### src/rtl/fifo_lvl.sv
// fifo_lvl: single-clock FIFO of any depth (not limited to powers of two).
// It provides an occupancy count, registered almost-full and almost-empty
// watermarks, and a synchronous flush. The head word q is show-ahead.
//
// Ports:
//   clk, rst      clock and synchronous active-high reset
//   flush         discards the contents; overflow/underflow are kept
//   d, wr         write data and write request
//   rd            read request, which pops the word on q
//   q             head of FIFO, combinational from memory, valid when !empty
//   full, empty, almost_full, almost_empty, count   registered status
//   overflow, underflow   sticky error flags
//
// Optional feature: define FIFO_LVL_ERR_FLAGS_EN to build the sticky error
// registers. Without it, overflow and underflow are tied to 0.
module fifo_lvl #(
  parameter  int unsigned WIDTH    = 16,
  parameter  int unsigned DEPTH    = 8,
  parameter  int unsigned AF_LEVEL = 6,
  parameter  int unsigned AE_LEVEL = 1,
  localparam int unsigned CW       = $clog2(DEPTH + 1)
) (
  input  logic             clk,
  input  logic             rst,
  input  logic             flush,
  input  logic [WIDTH-1:0] d,
  input  logic             wr,
  input  logic             rd,
  output logic [WIDTH-1:0] q,
  output logic             full,
  output logic             empty,
  output logic             almost_full,
  output logic             almost_empty,
  output logic [CW-1:0]    count,
  output logic             overflow,
  output logic             underflow
);

  localparam int unsigned PW = (DEPTH > 1) ? $clog2(DEPTH) : 1;

  logic [WIDTH-1:0] mem [DEPTH];

  logic [PW-1:0] ri_q, ri_d;
  logic [PW-1:0] wi_q, wi_d;
  logic [CW-1:0] count_q, count_d;
  logic          full_q, full_d;
  logic          empty_q, empty_d;
  logic          afull_q, afull_d;
  logic          aempty_q, aempty_d;
  logic          rd_ok, wr_ok, mem_we;

  // Pointer advance with an explicit wrap, so any depth works.
  function automatic logic [PW-1:0] ptr_inc(input logic [PW-1:0] p);
    return (p == PW'(DEPTH - 1)) ? '0 : p + PW'(1);
  endfunction

  // Accept logic, next pointers and count. All flags are derived from the next count.
  always_comb begin
    rd_ok    = rd & ~empty_q;
    // A full FIFO still accepts a write when a read frees a slot in the same cycle.
    wr_ok    = wr & (~full_q | rd_ok);
    ri_d     = ri_q;
    wi_d     = wi_q;
    count_d  = count_q;
    mem_we   = 1'b0;
    if (flush) begin
      ri_d    = '0;
      wi_d    = '0;
      count_d = '0;
    end else begin
      if (rd_ok) ri_d = ptr_inc(ri_q);
      if (wr_ok) wi_d = ptr_inc(wi_q);
      mem_we  = wr_ok;
      count_d = count_q + CW'(wr_ok) - CW'(rd_ok);
    end
    full_d   = (count_d == CW'(DEPTH));
    empty_d  = (count_d == '0);
    afull_d  = (count_d >= CW'(AF_LEVEL));
    aempty_d = (count_d <= CW'(AE_LEVEL));
  end

  // Status and pointer registers.
  always_ff @(posedge clk) begin
    if (rst) begin
      ri_q     <= '0;
      wi_q     <= '0;
      count_q  <= '0;
      full_q   <= 1'b0;
      empty_q  <= 1'b1;
      afull_q  <= 1'b0;
      aempty_q <= 1'b1;
    end else begin
      ri_q     <= ri_d;
      wi_q     <= wi_d;
      count_q  <= count_d;
      full_q   <= full_d;
      empty_q  <= empty_d;
      afull_q  <= afull_d;
      aempty_q <= aempty_d;
    end
  end

  // Storage array. It is not reset; the pointers alone define what is valid.
  always_ff @(posedge clk) begin
    if (mem_we && !rst) mem[wi_q] <= d;
  end

  assign q            = mem[ri_q];
  assign full         = full_q;
  assign empty        = empty_q;
  assign almost_full  = afull_q;
  assign almost_empty = aempty_q;
  assign count        = count_q;

`ifdef FIFO_LVL_ERR_FLAGS_EN
  logic overflow_q, overflow_d;
  logic underflow_q, underflow_d;

  // Sticky error capture. A flush cycle is not a write or read attempt.
  always_comb begin
    overflow_d  = overflow_q  | (wr & ~wr_ok & ~flush);
    underflow_d = underflow_q | (rd & empty_q & ~flush);
  end

  always_ff @(posedge clk) begin
    if (rst) begin
      overflow_q  <= 1'b0;
      underflow_q <= 1'b0;
    end else begin
      overflow_q  <= overflow_d;
      underflow_q <= underflow_d;
    end
  end

  assign overflow  = overflow_q;
  assign underflow = underflow_q;
`else
  assign overflow  = 1'b0;
  assign underflow = 1'b0;
`endif

endmodule
### config.mk
export PLATFORM = sky130hd
export DESIGN_NAME = fifo_lvl
export DESIGN_NICKNAME = d
export VERILOG_FILES = /design/src/rtl/fifo_lvl.sv
export SDC_FILE = /design/constraint.sdc
export NUM_CORES = 1
export LEC_CHECK = 0
export CAP_MARGIN = 0
export CORE_UTILIZATION = 50
export CTS_CLUSTER_SIZE = 25
export DETAILED_ROUTE_END_ITERATION = 8
export GPL_TIMING_DRIVEN = 0
export PLACE_DENSITY = 0.68
export SLEW_MARGIN = 20
export SYNTH_ARGS = -nofsm -noshare
export SYNTH_HDL_FRONTEND = slang
export SYNTH_SLANG_ARGS = --single-unit
### constraint.sdc
create_clock -name clk -period 4.1 [get_ports clk]
set_input_delay 0.82 -clock clk [delete_from_list [all_inputs] [get_ports clk]]
set_output_delay 0.82 -clock clk [all_outputs]
set_load 0.005 [all_outputs]
After elaboration in Yosys (flattened, before gate mapping)
Memories as Yosys holds them, arrays and structs flattened. A register that Yosys moved wholly into a read port is not among the register bits.
Cells that the tools add are included.
{ "totals": {"reg_bits": 14, "ram_bits": 128, "in_bits": 21, "out_inout_bits": 26, "word_cells": 34, "mem_count": 1} }
{ "mem_list": {"columns": ["name", "words", "word_bits", "read_ports", "rd_clocked_by_memory_dff", "write_ports", "line", "rtl"], "rows": [
  ["mem", 8, 16, 1, 1, 1, "41", "logic [WIDTH-1:0] mem [DEPTH];"]
]} }
{ "classes": {"add_sub_neg": 4, "order_cmp": 2, "n_eq_ne": 3, "n_mux": 8, "n_bitwise": 5, "n_reduce_logical": 4} }
{ "ops": {"columns": ["operator", "count"], "rows": [
  ["$mux 3", 4],
  ["$add 3x1->3 const B", 2],
  ["$eq 3x3->1 const B", 2],
  ["$add 4x1->4", 1],
  ["$eq 4x4->1 const B", 1],
  ["$ge 4x3->1 const B", 1],
  ["$le 4x1->1 const B", 1],
  ["$logic_not 4->1", 1],
  ["$mux 4", 1],
  ["$sub 4x1->4", 1],
  ["$mux 1", 3],
  ["$and 1x1->1", 2],
  ["$not 1->1", 2],
  ["$reduce_or 2->1", 1],
  ["$logic_and 1x1->1", 1],
  ["$logic_not 1->1", 1],
  ["$or 1x1->1", 1]
]} }

Longest topological paths before layout
{ "depth": {"ltp_word": 8, "mapped_depth": 10, "mapped_depth_nobuf": 10} }

Worst setup path after synthesis
OpenSTA, ideal clock, no wires.
{ "synth_path": {"path_type": "in2reg", "start": "input rd", "end": "memory mem[0][0] (enable)", "arrival_time_ns": 2.702, "required_ns": 3.691, "slack_ns": 0.988, "path_stages": 5, "path_cell_list": "nand2b_4 a21boi_2 inv_1 or3_4 nor3_1"} }
{ "synth_between": {"elab_chain_len": 7} }
{ "synth_lines": {"columns": ["element", "line", "rtl"], "rows": [
  ["start: declaration", "28", "input logic rd,"],
  ["$and 1x1->1", "59", "rd_ok = rd & ~empty_q;"],
  ["$or 1x1->1", "61", "wr_ok = wr & (~full_q | rd_ok);"],
  ["$and 1x1->1", "61", null],
  ["$mux 1", "66", "if (flush) begin"],
  ["$logic_and 1x1->1", "105", "if (mem_we && !rst) mem[wi_q] <= d;"],
  ["$mux 1", "105", null],
  ["$mux 1 (not written as such)", "105", null],
  ["end: declaration", "41", null]
]} }
No other way between the ends.

==> results.toml <==
[sta]
finalSetupViolCount = 0
drv_slew = 0
finalCritPeriodShare_pct = 83.2
tns_ns = 0
maxSlewHeadroom_pct = 51.8
final.setup_skew_ns = 0.00581
worst_slack_ns = 0.690
finalCriticalPeriod_ns = 3.41
clock.fmax_ghz = 0.293
worstMarginPinSlew_ns = 0.723
hold_viol = 0
rsz0062_at_grt = "false"

[cts]
clk_path_buf_depth = 2
clock-root-buffer = "clkbuf_16"
cts_tree = "built"
h-tree-depth = 4
cts_hold_buf = 0
cts_resized = 0
cts_setup_buffers = 0
clk_pin_slew_ns = 0.06
clkSinkCount = 145
clk_latency_ns = 0.41
numCtsBuffers = 17

[critical_path]
rrSetupSlack_ns = 1.54
setup.worst_path.class = "reg -> out"
crit_end = "q[8]"
rr_endpoint = "mem[0][10]"
cp_num_buf_inv = 2
critPathMaxFanout = 10
cpMaxStageDelayCell = "buf_1"
cp-end-kind = "output pin"
startpoint_type = "register"
max_stage_delay_ns = 0.59
critical_path_cell_count = 4
arrival_ns = 2.59
critPathTopFamily = "buffers and inverters"
r2r-start = "empty"
worst_ep_required_time_ns = 3.28
rr_worst_depth = 8
crit_chain = "buf_1, mux4_1, mux2_2, clkdlybuf4s50_1"

[global_route]
grt_pass1_vias = 2837
grt-ovfl-total = 0
antenna_found_initial = 0
grt_pass1_wl_um = 15400
track_usage_pct = 19.0
grt_max_degree = 17

[detailed_routing]
drt_first_pass_iters = 4
drc = 0
avgRoutedWirePerCell_um = 20.4
first_iter_violations = 174
vias = 2784
viasPerCell = 5.57
ant_nets = 0
finalWirelength_um = 10200

[outcome]
status = "complete, no violations"

[synthesis]
yosysWarnings = 0
avgSynthCellArea_um2 = 21.0
synth_area_um2 = 5700
synth_top_area_share_pct = 67.4
synth_area_leader_cell = "edfxtp_1"
synthCells = 272
ys_top_cells_by_area = "edfxtp_1, mux4_1, dfxtp_1"
ys_types = 31
synth_seq_area_share_pct = 73.3
synth_seq_cells = 145

[cells_and_area]
most-common-layout-cells = "edfxtp_1, clkdlybuf4s50_1, mux4_1, dfxtp_1, clkbuf_16"
area_growth_pct = 23.4
fillers = 749
seq_area_um2 = 4180
final_common_cell = "edfxtp_1"
multiInputGateArea_um2 = 1440
layout-drive-gt1-share_pct = 21.9
n_antenna_cell = 0
nNetsFinal = 377

[power]
power.density_nw_per_um2 = 461
irDropWorstVdd_mv = 0.255
p_leak_nw = 2.36

[placed_design]
place.gp.congestion = 0.731
place_ws_ns = 0.519
dp_hpwl_um = 6570
io_buffer_count = 44

[floorplanning]
rows = 38
core_um2 = 11000
die_h_um = 109
die-area_um2 = 11800
start_util_pct = 51.9
pin_count = 47
die_w_um = 109

[worst_hold_path]
min_from = "ri_q[2]"
timing.hold.worst.class = "reg -> reg"

[run]
drv_cap = 0
## worst reg2reg max path, stage by stage, from the launching register on
cell	delay [ns]
dfxtp_1	0.31
nand2b_4	0.17
a21boi_2	0.21
inv_1	0.13
or3_4	0.43
nor3_2	0.44
buf_4	0.26
buf_4	0.16
buf_4	0.16
## Yosys cell counts, drive strengths merged
library cell and number:
a21boi 1, a21o 3, a21oi 8, and2 3, buf 9, clkbuf 3, conb 1, dfxtp 17
edfxtp 128, fa 1, ha 8, inv 6, mux2 16, mux4 32, nand2 10, nand2b 3
nand3 1, nand3b 1, nor2 10, nor3 4, nor3b 1, or2 1, or3 2, xnor2 1
xor2 2
## cell type report
type	instances	area share (%)
Sequential cell	145	59.5
Clock buffer	19	6.15
Timing Repair Buffer	55	7.91
Tap cell	140	2.49
Multi-Input combinational cell	110	20.5
Buffer	12	1.19
Clock inverter	13	1.97
Inverter	6	0.320
## per-layer routing
metal	global-route usage, %	vias up	wire (um)
met1	24.1	1424	4500
met2	31.0	77	5150
met3	5.20	17	373
met4	8.20	0	181
li1	-	1266	-
met5	0	-	0
## worst min path at each step
stage               end  cells past startpoint  slack (ns)
6_report        ri_q[2]                      2        0.50
5_1_grt        register                      2        0.52
4_1_cts         ri_q[1]                      2        0.49
3_5_place_dp   register                      2        0.47
3_3_place_gp    ri_q[2]                      2        0.46
2_1_floorplan  register                      2        0.45
## stage by stage
stage | cells | power, W | utilization (%) | hold WS [ns] | cell area (um^2)
detailed placement | 468 | 0.00180 | 58.9 | 0.474 | 6460
CTS | 500 | 0.00327 | 64.1 | 0.493 | 7040
finish | 500 | 0.00325 | 64.1 | 0.495 | 7040
global route | 500 | 0.00334 | 64.1 | 0.523 | 7040
global placement | 457 | 0.00180 | 57.6 | 0.463 | 6320
floorplan | 273 | 0.00173 | - | 0.454 | 5710
## state kept, by name, indices dropped and copies added, names as in the netlist, named ones only
signal / cells
almost_empty: 1
almost_full: 1
wi_q: 3
ri_q: 3
empty: 1
count: 4
mem: 128
full: 1
## cell families (layout without fill, tap and decap cells)
family	after synthesis	after routing	synth area share, %
compound gates	12	12	1.29
xor+xnor	3	3	0.461
fa+ha+maj	9	9	2.11
buf+inv	18	105	1.86
flops	145	145	73.3
mux	48	48	17.6
other cells	1	2	0.0657
simple gates	36	36	3.22
## where the power goes
part	total (W)	switching, W	internal (W)	leakage [nW]
sequential	0.00163	0.00000657	0.00162	1.29
combinational	0.000145	0.0000648	0.0000802	0.799
clock	0.00147	0.000580	0.000894	0.267
(Power assumes the default switching activity.)
